`config.mk`:
```
export PLATFORM = sky130hd
export DESIGN_NAME = i2s_tx_stereo
export DESIGN_NICKNAME = d
export VERILOG_FILES = /design/src/rtl/i2s_tx_stereo.sv
export SDC_FILE = /design/constraint.sdc
export NUM_CORES = 1
export LEC_CHECK = 0
export BUFFER_PORTS_ARGS = -buffer_cell sky130_fd_sc_hd__buf_2
export CAP_MARGIN = 20
export CORE_AREA = 5 5 124 126
export CTS_BUF_LIST = sky130_fd_sc_hd__clkbuf_8
export CTS_CLUSTER_DIAMETER = 200
export CTS_CLUSTER_SIZE = 12
export DETAILED_ROUTE_END_ITERATION = 8
export DIE_AREA = 0 0 129 131
export PLACE_DENSITY = 0.48
export SLEW_MARGIN = 20
export SYNTH_ARGS = -nofsm -noshare
export SYNTH_HDL_FRONTEND = slang
export SYNTH_SLANG_ARGS = --single-unit
```
`constraint.sdc`:
```
create_clock -name input_clk -period 6.2 [get_ports input_clk]
set_input_delay 1.24 -clock input_clk [delete_from_list [all_inputs] [get_ports input_clk]]
set_output_delay 1.24 -clock input_clk [all_outputs]
set_load 0.02 [all_outputs]
```
`src/rtl/i2s_tx_stereo.sv`:
```
// i2s_tx_stereo: stereo I2S transmitter with one-deep sample handshake, underflow pulse and optional test tone (I2S_TX_TONE_EN)
module i2s_tx_stereo #(
  parameter int DATA_W      = 16,
  parameter int SLOT_W      = 16,
  parameter int HALF_PERIOD = 16,
  parameter int TONE_FRAMES = 15
) (
  input  logic              input_clk,
  input  logic              reset,
  input  logic              s_valid,
  output logic              s_ready,
  input  logic [DATA_W-1:0] s_left,
  input  logic [DATA_W-1:0] s_right,
  output logic              serial_clk,
  output logic              word_select,
  output logic              sound_bit_out,
  output logic              frame_start,
`ifdef I2S_TX_TONE_EN
  output logic              underflow,
  input  logic              tone_en
`else
  output logic              underflow
`endif
);
  localparam int FW = 2 * SLOT_W;
  localparam int PW = $clog2(FW);
  localparam int DV = $clog2(HALF_PERIOD);

  logic [DV-1:0]     r_div;
  logic [PW-1:0]     r_pos;
  logic              r_full;
  logic [DATA_W-1:0] r_pl, r_pr, r_sl, r_sr;
  logic [PW-1:0]     w_pos_n;
  int                w_pi;
  logic              w_div_end, w_shift, w_load, w_accept, w_tone;
  logic [DATA_W-1:0] w_ll, w_lr;

  assign w_div_end = r_div == DV'(HALF_PERIOD - 1);
  assign w_shift   = w_div_end && serial_clk;
  assign w_load    = w_shift && (r_pos == PW'(FW - 1));
  assign w_pos_n   = (r_pos == PW'(FW - 1)) ? '0 : r_pos + 1'b1;
  assign w_pi      = 32'(w_pos_n);
  assign s_ready   = !r_full && !w_tone;
  assign w_accept  = s_valid && s_ready;

`ifdef I2S_TX_TONE_EN
  localparam int TW = $clog2(TONE_FRAMES + 1);
  localparam logic [DATA_W-1:0] TONE = DATA_W'(8'h7D) << (DATA_W - 8);
  logic [TW-1:0]     r_tcnt;
  logic [DATA_W-1:0] w_tv;
  assign w_tone = tone_en;
  assign w_tv   = (r_tcnt == TW'(TONE_FRAMES)) ? -TONE : TONE;
  assign w_ll   = w_tone ? w_tv : (r_full ? r_pl : '0);
  assign w_lr   = w_tone ? w_tv : (r_full ? r_pr : '0);

  // Tone frame counter: TONE_FRAMES positive frames then one negative frame
  always_ff @(posedge input_clk or negedge reset)
    if (!reset) r_tcnt <= '0;
    else if (w_load && w_tone) r_tcnt <= (r_tcnt == TW'(TONE_FRAMES)) ? '0 : r_tcnt + 1'b1;
`else
  assign w_tone = 1'b0;
  assign w_ll   = r_full ? r_pl : '0;
  assign w_lr   = r_full ? r_pr : '0;
`endif

  // Bit-clock divider, frame position and frame load pulses
  always_ff @(posedge input_clk or negedge reset)
    if (!reset) begin
      r_div       <= '0;
      r_pos       <= PW'(FW - 1);
      serial_clk  <= 1'b0;
      frame_start <= 1'b0;
      underflow   <= 1'b0;
    end else begin
      r_div       <= w_div_end ? '0 : r_div + 1'b1;
      serial_clk  <= w_div_end ? !serial_clk : serial_clk;
      r_pos       <= w_shift ? w_pos_n : r_pos;
      frame_start <= w_load;
      underflow   <= w_load && !r_full && !w_tone;
    end

  // One-deep pending pair; an accept on an empty load cycle waits for the next frame
  always_ff @(posedge input_clk or negedge reset)
    if (!reset) begin
      r_full <= 1'b0;
      r_pl   <= '0;
      r_pr   <= '0;
    end else if (w_accept) begin
      r_full <= 1'b1;
      r_pl   <= s_left;
      r_pr   <= s_right;
    end else if (w_load && !w_tone) r_full <= 1'b0;

  // Serialiser: WS leads each channel MSB by one bit, slots zero-padded past DATA_W
  always_ff @(posedge input_clk or negedge reset)
    if (!reset) begin
      r_sl          <= '0;
      r_sr          <= '0;
      word_select   <= 1'b0;
      sound_bit_out <= 1'b0;
    end else if (w_shift) begin
      word_select <= (w_pi >= SLOT_W - 1) && (w_pi <= FW - 2);
      if (w_load) begin
        sound_bit_out <= w_ll[DATA_W-1];
        r_sl          <= w_ll << 1;
        r_sr          <= w_lr;
      end else if (w_pi < DATA_W) begin
        sound_bit_out <= r_sl[DATA_W-1];
        r_sl          <= r_sl << 1;
      end else if (w_pi >= SLOT_W && w_pi < SLOT_W + DATA_W) begin
        sound_bit_out <= r_sr[DATA_W-1];
        r_sr          <= r_sr << 1;
      end else sound_bit_out <= 1'b0;
    end
endmodule

```
==> impl_metrics.ini <==
[final_layout]
fin_util_pct = 28.0
area_delta_synth_final_pct = 16.0
n_antenna_cell = 0
final_cell_area_um2 = 3980
fill_cells = 1517
drive_gt1_share_pct = 27.8
final_cell_count_no_fill = 537
nets = 388

[placement]
dp_hpwl_um = 4310
placed_cell_area_um2 = 3730
dp.cells = 521
io_buffers = 40
gp_congestion = 0.741
pre_cts_ws_ns = 3.36

[clock_tree]
insertion_delay_ns = 0.35
cts-htree-levels = 3
ctsHoldBuffers = 0
cts.clk_slew.worst_paths_ns = 0.08
cts_resized = 0
cts_buffers = 9
postCtsSetupBuffers = 0
cts_buffer_depth = 2
cts_root_buf = clkbuf_8
clock_sinks = 78
cts_tree = yes

[power_and_ir_drop]
total_leakage_power_nw = 1.71
total_power_mw = 1.01
powerDensity_nw_per_um2 = 254
peakVddDrop_mv = 0.0990

[routing]
via_per_inst = 4.39
firstDrtPassIters = 4
drtIter0Drc = 124
wl_um = 6810
drcViolationCount = 0
via_count = 2360
drtAntennaViolNets = 0
wl_per_cell_um = 12.7

[synth]
synth_edf_count = 0
yosys.area.top_type = dfrtp_1
postSynthCellCount = 320
synth_common_cells = 73 x dfrtp_1, 40 x nand2_1, 37 x nor2_1
synthFlopType = dfrtp_1
synth.most_common_cell = dfrtp_1
postSynthAreaPerCell_um2 = 10.7
synth.area.top_cells = dfrtp_1 53%, mux2_2 10%, a31oi_1 6.2%, nand3_1 5.0%, nand2_1 4.4%
synth-async-reset-ratio_pct = 100
ys_seq_area_share_pct = 57.1
syn_nets = 360
yosysTopAreaCellShare_pct = 53.3
synth_cell_types = 31
ys_ff_latch = 78
yosysWarnings = 0
mappedNetlistArea_um2 = 3430

[floorplan]
start_util_pct = 24.1
die_h_um = 131
die_area_um2 = 16900
num_rows = 44
top_level_ports = 41
die_width_um = 129
core-area_um2 = 14200

[timing]
rsz0062_at_grt = false
finalHoldViolations = 0
skew_ns = 0.00962
fmax_mhz = 393
fin_ws_ns = 3.65
tightest_slew_ns = 0.936
tns_ns = 0
slew_viol_final = 0
finalSetupViolations = 0
min_period_over_period_pct = 41.1
relSlewSlack_pct = 37.4
worst_hold_slack_ns = 0.465
layout_min_cycle_time_ns = 2.55

[critical_path]
regToRegSetupSlack_ns = 3.69
crit_start = r_full
rr_endpoint = r_sl[14]
worstPathArrival_ns = 1.31
rr_startpoint = r_pos[0]
critPathKind = register to primary output
reg2regPathDepth = 7
required_ns = 4.96
endpoint_kind = primary output
crit_fanout = 37
start_kind = register

[global_routing]
grt_overflow_total = 0
grt_pass1_vias = 2414
grt_max_degree = 79
grt_pass1_wl_um = 11500
grt_usage_pct = 8.61
antenna_found_initial = 0

[worst_hold_path]
worstHoldStart = r_pos[4]
holdPathStages = 2
whs_endpoint = r_pos[4]
hp-class = register to register

[flow_run]
drv_cap = 0

[outcome]
status = completed
-- state kept, by name (all words and copies together), names as in the netlist --
name and count:
frame_start 1, r_div 4, r_full 1, r_pl 16, r_pos 5, r_pr 16
r_sl 15, r_sr 16, serial_clk 1, sound_bit_out 1, underflow 1, word_select 1
-- power by group --
group / switching (mW) / internal (mW)
Combinational: 0.0176 / 0.0251
Clock: 0.186 / 0.236
Sequential: 0.0131 / 0.533
-- critical path: stages, from the launching register on --
cell and delay [ns]:
dfrtp_1 0.33, buf_4 0.37, inv_1 0.08, buf_2 0.17
-- worst max-delay path by stage --
stage                     slack [ns]  depth (start not counted)       to
after floorplan                 4.03                          4  r_pl[0]
after global placement          3.52                          6  r_sl[2]
after detailed placement        3.36                          6  r_sl[2]
after CTS                       3.35                          6  r_sl[2]
after global routing            3.47                          7  r_sl[3]
final                           3.65                          3  s_ready
-- layout make-up --
| cell class | instances | area, µm² | area share [%] |
|---|---|---|---|
| clock buffer | 10 | 138 | 3.46 |
| clock inverter | 6 | 86.3 | 2.17 |
| inverter | 7 | 31.3 | 0.787 |
| multi-input combinational | 211 | 1320 | 33.1 |
| sequential | 78 | 1960 | 49.3 |
| tap | 184 | 230 | 5.79 |
| timing repair buffer | 41 | 214 | 5.38 |
-- placed cells by master (no fill, tap or decap) --
master	netlist	final
dfrtp_1	73	73
nand2_1	40	40
buf_2	12	39
nor2_1	37	36
a31oi_1	34	34
nand3_1	34	34
mux2_2	31	31
clkbuf_8	0	10
o21ai_0	9	9
inv_1	6	7
ha_1	5	5
dfstp_2	5	5
a21oi_1	4	3
clkinvlp_4	0	3
xnor2_1	2	2
nor3_1	2	2
bufinv_16	0	2
and3_1	1	1
and4_4	1	1
nand2_4	1	1
inv_6	1	1
xor2_1	1	1
nor2b_4	0	1
nand4_1	1	1
a21oi_4	0	1
nor2_4	0	1
o31ai_1	1	1
mux2i_1	1	1
and4b_1	1	1
nor4b_1	1	1
a211o_1	1	1
o311ai_0	1	1
mux2_1	1	1
buf_6	3	1
buf_4	5	1
-- routing by layer --
layer	vias to the layer above	global-route usage, %	part of all wire (%)
met1	1147	11.2	50
met5	-	0	0
met3	10	1.95	2.7
li1	1174	-	-
met4	0	5.00	2.6
met2	29	13.1	44
-- cell families after synthesis --
family | Yosys count | share of synthesized area (%)
AOI/OAI and AO/OA | 50 | 8.84
xor gates and xnor gates | 3 | 0.767
adders and majority gates | 5 | 1.83
buffers and inverters | 31 | 5.18
DFF | 78 | 57.1
muxes | 33 | 10.8
and+or+nand+nor | 120 | 15.4
(Power assumes the default switching activity.)
